[src/rtl/mem_wb_stage.sv]
// -----------------------------------------------------------------------------
// mem_wb_stage
//   MEM -> WB pipeline register for a multi-lane writeback datapath.
//   Captures per-lane destination/enable/data plus the hi/lo write request.
//   Supports hold, bubble insertion and flush, and counts inserted bubbles.
//
//   Update priority on each rising edge: rst > flush > bubble > hold > load.
//     bubble : stall[STAGE]=1, stall[STAGE+1]=0 -> stage cleared, counter +1
//     hold   : stall[STAGE]=1, stall[STAGE+1]=1 -> stage retained
//     load   : stall[STAGE]=0                   -> stage takes mem_* inputs
//     flush  : cleared like a bubble, counter untouched
//
//   On load, when several enabled lanes target the same register (address 0
//   included), only the highest-numbered lane keeps its write enable.
//
// Ports
//   clk, rst               clock, synchronous active-high reset
//   stall[5:0], flush      pipeline control
//   mem_wd/mem_wreg/mem_wdata   per-lane writeback request from MEM
//   mem_hi/mem_lo/mem_hilo      hi/lo write request from MEM
//   wb_*                   registered copies towards WB
//   wb_valid               stage holds a loaded instruction group
//   bubble_cnt             saturating count of bubbles inserted here
// -----------------------------------------------------------------------------
module mem_wb_stage #(
    parameter int LANES = 1,
    parameter int DW    = 32,
    parameter int AW    = 5,
    parameter int STAGE = 4,
    parameter int CW    = 16
) (
    input  logic                  clk,
    input  logic                  rst,
    input  logic [5:0]            stall,
    input  logic                  flush,
    input  logic [LANES*AW-1:0]   mem_wd,
    input  logic [LANES-1:0]      mem_wreg,
    input  logic [LANES*DW-1:0]   mem_wdata,
    input  logic [DW-1:0]         mem_hi,
    input  logic [DW-1:0]         mem_lo,
    input  logic                  mem_hilo,
    output logic [LANES*AW-1:0]   wb_wd,
    output logic [LANES-1:0]      wb_wreg,
    output logic [LANES*DW-1:0]   wb_wdata,
    output logic [DW-1:0]         wb_hi,
    output logic [DW-1:0]         wb_lo,
    output logic                  wb_hilo,
    output logic                  wb_valid,
    output logic [CW-1:0]         bubble_cnt
);

    localparam int NEXT = STAGE + 1;
    localparam logic [CW-1:0] CNT_MAX = '1;

    logic [LANES*AW-1:0]  wd_reg;
    logic [LANES-1:0]     wreg_reg;
    logic [LANES*DW-1:0]  wdata_reg;
    logic [DW-1:0]        hi_reg;
    logic [DW-1:0]        lo_reg;
    logic                 hilo_reg;
    logic                 valid_reg;
    logic [CW-1:0]        cnt_reg;

    logic                 stall_here;
    logic                 bubble;

    assign stall_here = stall[STAGE];
    assign bubble     = stall[STAGE] & ~stall[NEXT];

    // hit[i][j]: a higher lane j writes the same register as lane i, so
    // lane i's write is shadowed and must be dropped.
    logic [LANES-1:0][LANES-1:0] hit;
    logic [LANES-1:0]            wreg_dedup;

    for (genvar gi = 0; gi < LANES; gi++) begin : g_lane
        for (genvar gj = 0; gj < LANES; gj++) begin : g_other
            if (gj > gi) begin : g_higher
                assign hit[gi][gj] = mem_wreg[gi] & mem_wreg[gj] &
                                     (mem_wd[gi*AW +: AW] == mem_wd[gj*AW +: AW]);
            end else begin : g_lower
                assign hit[gi][gj] = 1'b0;
            end
        end
        assign wreg_dedup[gi] = mem_wreg[gi] & ~(|hit[gi]);
    end

    always_ff @(posedge clk) begin
        if (rst) begin
            wd_reg    <= '0;
            wreg_reg  <= '0;
            wdata_reg <= '0;
            hi_reg    <= '0;
            lo_reg    <= '0;
            hilo_reg  <= 1'b0;
            valid_reg <= 1'b0;
            cnt_reg   <= '0;
        end else if (flush || bubble) begin
            wd_reg    <= '0;
            wreg_reg  <= '0;
            wdata_reg <= '0;
            hi_reg    <= '0;
            lo_reg    <= '0;
            hilo_reg  <= 1'b0;
            valid_reg <= 1'b0;
            // A flush clears the stage but is not a bubble.
            if (!flush && cnt_reg != CNT_MAX) begin
                cnt_reg <= cnt_reg + 1'b1;
            end
        end else if (!stall_here) begin
            wd_reg    <= mem_wd;
            wreg_reg  <= wreg_dedup;
            wdata_reg <= mem_wdata;
            hi_reg    <= mem_hi;
            lo_reg    <= mem_lo;
            hilo_reg  <= mem_hilo;
            valid_reg <= 1'b1;
        end
        // Remaining case is hold: every register keeps its value.
    end

    assign wb_wd      = wd_reg;
    assign wb_wreg    = wreg_reg;
    assign wb_wdata   = wdata_reg;
    assign wb_hi      = hi_reg;
    assign wb_lo      = lo_reg;
    assign wb_hilo    = hilo_reg;
    assign wb_valid   = valid_reg;
    assign bubble_cnt = cnt_reg;

endmodule

[config.mk]
export PLATFORM = sky130hd
export DESIGN_NAME = mem_wb_stage
export DESIGN_NICKNAME = d
export VERILOG_FILES = /design/src/rtl/mem_wb_stage.sv
export SDC_FILE = /design/constraint.sdc
export NUM_CORES = 1
export LEC_CHECK = 0
export ABC_AREA = 1
export CAP_MARGIN = 30
export CORE_ASPECT_RATIO = 1.4
export CORE_UTILIZATION = 41
export CTS_CLUSTER_SIZE = 25
export DETAILED_ROUTE_END_ITERATION = 10
export PLACE_DENSITY = 0.89
export SYNTH_ARGS = -nofsm -noshare
export SYNTH_HDL_FRONTEND = slang
export SYNTH_SLANG_ARGS = --single-unit
[constraint.sdc]
create_clock -name clk -period 2 [get_ports clk]
set_clock_uncertainty 0.05 [all_clocks]
set_input_delay 0.2 -clock clk [delete_from_list [all_inputs] [get_ports clk]]
set_output_delay 0.2 -clock clk [all_outputs]
set_load 0.1 [all_outputs]
==> flow_summary.ini <==
[status]
status = completed

[clock_tree]
cts_tree = done
clkTransAtPathRegs_ns = 0.05
cts_root_buf = clkbuf_16
cts_buffers = 17
htree_levels = 4
post_cts_buffers = 0
max-clock-path-buffers = 2
hold_buffers = 0
clk_latency_ns = 0.40
clock-sinks = 120

[synthesis]
yosys-top-cells-count = 248 x nand2_1, 120 x dfxtp_1, 60 x a21oi_2
async_flop_share = 0
ys_ff_latch = 120
synth-edff-count = 0
yosys.area.top_type_share = 0.498
synth_nets = 726
synth_cell_type_count = 22
ys_warn_count = 0
syn_avg_cell_area_sq_um = 7.87
synth.most_common_cell = nand2_1
ys_top_cells_by_area = dfxtp_1 50%, nand2_1 19%, a21oi_2 11%, a21oi_1 5.2%, nor2_1 2.9%
ys.flop_type = dfxtp_1
syn_inst = 613
seq_area_frac_synth = 0.498
synth_area_leader_cell = dfxtp_1
synth_area_sq_um = 4820

[cells_and_area]
n_fill_cell = 937
antennaDiodeCount = 0
drive_above_1_share = 0.294
area_growth_pct = 55.3
nets = 944

[grt]
grt_overflow_total = 0
grt_first_pass_wirelength_mm = 20.4
grt_pass1_vias = 4402
antenna_found_initial = 0
grt_max_degree = 64
grt_usage = 0.216

[sta]
tns_ns = 0
max_freq_ghz = 0.610
slew_headroom = 0.696
drv_slew = 0
period_minus_slack_ns = 1.64
rsz0062_at_grt = false
hold_violations = 0
fin_ws_ns = 0.361
finalCritPeriodShare = 0.820
setup_viol = 0
tightest_slew_ns = 0.455

[critical_path]
start_kind = flip-flop
critPathMaxFanout = 20
crit_path_end_kind = flip-flop
arrival_ns = 1.88
path_class = flip-flop to flip-flop
worstPathRequired_ns = 2.25

[power]
internal-power_uw = 4870
vdd_drop_max_mv = 0.532
switchingPower_uw = 1820
leakage_uw = 0.00309
combinationalPowerShare = 0.157
sw_frac_of_total = 0.273
p_total_uw = 6690
p_clk_frac = 0.471
power_density_nw_per_um2 = 894
p_seq_frac = 0.372

[routing]
drc = 0
routed_wl_mm = 13.7
via_per_inst = 4.80
ant_nets = 0
dr.pass1.iters = 4
vias = 4739
post_drt_wl_per_cell_um = 13.9
drt-initial-drc-count = 188

[floorplanning]
start_util = 0.423
rows = 46
core-area_sq_um = 11400
die_x_um = 93.7
top_level_ports = 232
dieArea_sq_um = 12200
chipHeight_um = 130

[flow_run]
drv_cap = 0

[place]
place_congestion = 0.826
port_buffers = 227
pre_cts_ws_ns = 0.108
hpwl_mm = 9.48

[worst_hold_path]
min-delay-path-class = primary input to flip-flop
[final timing paths]
kind	cells past startpoint	slack [ns]	to	from
min	6	0.27	bubble_cnt[4]	stall[4]
max	9	0.36	bubble_cnt[9]	bubble_cnt[0]
min reg2reg	2	0.41	wb_lo[5]	wb_lo[5]
max reg2reg	9	0.36	bubble_cnt[9]	bubble_cnt[0]
[metal layers]
layer	vias up	routed length [um]	GRT usage
met5	-	0	0
met4	0	399	0.110
met3	30	834	0.0606
met2	165	7120	0.390
met1	2168	5330	0.228
li1	2376	-	-
[cells by family (layout without fill, tap and decap cells)]
| family | after synthesis | after routing | share of synthesized area |
|---|---|---|---|
| fa+ha+maj | 1 | 1 | 0.00259 |
| buf+inv | 59 | 289 | 0.0659 |
| simple gates | 322 | 322 | 0.271 |
| flops | 120 | 120 | 0.498 |
| xor+xnor | 1 | 1 | 0.00182 |
| compound gates | 110 | 110 | 0.161 |
[worst max-delay path, cell delays in order, from the launching register on]
cell,delay [ns]
dfxtp_2,0.34
ha_1,0.23
nand2_2,0.11
nor2_4,0.05
nand2_4,0.09
nor2_4,0.05
nor2_4,0.36
nand3_1,0.14
nand2_1,0.09
nor2_1,0.04
[power groups by stage]
stage | Sequential (uW) | Combinational, uW | Clock (uW)
after floorplan | 2970 | 256 | 0
after global placement | 2540 | 1040 | 0
after detailed placement | 2540 | 1050 | 0
after CTS | 2490 | 1050 | 3210
after global routing | 2500 | 1100 | 3320
final | 2490 | 1050 | 3150
[area by class of cell]
type / instances / area, sq um / share of cell area
flip-flops and latches: 120 / 2410 / 0.322
multi-input cells: 434 / 2120 / 0.283
repair buffers: 236 / 2090 / 0.279
clock buffers: 18 / 429 / 0.0573
clock inverters: 13 / 180 / 0.0241
well taps: 144 / 180 / 0.0241
inverters: 22 / 82.6 / 0.0110
[per-stage QoR]
step	utilization	cell area, sq um	hold slack, ns	instances
after floorplan	-	4830	0.214	613
after global placement	0.603	6870	0.395	956
after detailed placement	0.603	6870	0.406	956
after CTS	0.657	7480	0.259	987
after global routing	0.657	7490	0.276	987
final	0.657	7490	0.273	987
[cells in the final DEF, fill, tap and decap left out]
| master | count |
|---|---|
| buf_12 | 4 |
| clkdlybuf4s50_1 | 106 |
| dfxtp_1 | 111 |
| clkinv_2 | 4 |
| clkbuf_1 | 1 |
| clkinvlp_4 | 3 |
| ha_1 | 1 |
| nor2_2 | 2 |
| nor2_1 | 37 |
| xor2_1 | 1 |
| nand2_2 | 3 |
| nand3_2 | 2 |
| nor3_1 | 1 |
| buf_4 | 126 |
| inv_2 | 5 |
| dfxtp_2 | 9 |
| nor2_4 | 3 |
| clkinv_4 | 2 |
| a21oi_1 | 50 |
| nand2_1 | 247 |
| clkbuf_16 | 17 |
| nand2_4 | 4 |
| nand3b_1 | 1 |
| a21oi_2 | 60 |
| inv_1 | 17 |
| bufinv_16 | 4 |
| nand3_1 | 22 |
[sequential cells by signal (all words and copies together), names as in the netlist]
register    cells
wb_wdata       32
wb_hi          32
wb_lo          32
wb_wreg         1
wb_valid        1
wb_hilo         1
bubble_cnt     16
wb_wd           5
[timing repair]
item                                    in CTS  in global routing
endpoints found under the setup margin       0                  7
endpoints found under the hold margin        0                  0
gates resized for setup                      0                  1
No activity file was read; power rests on OpenSTA's default activity.
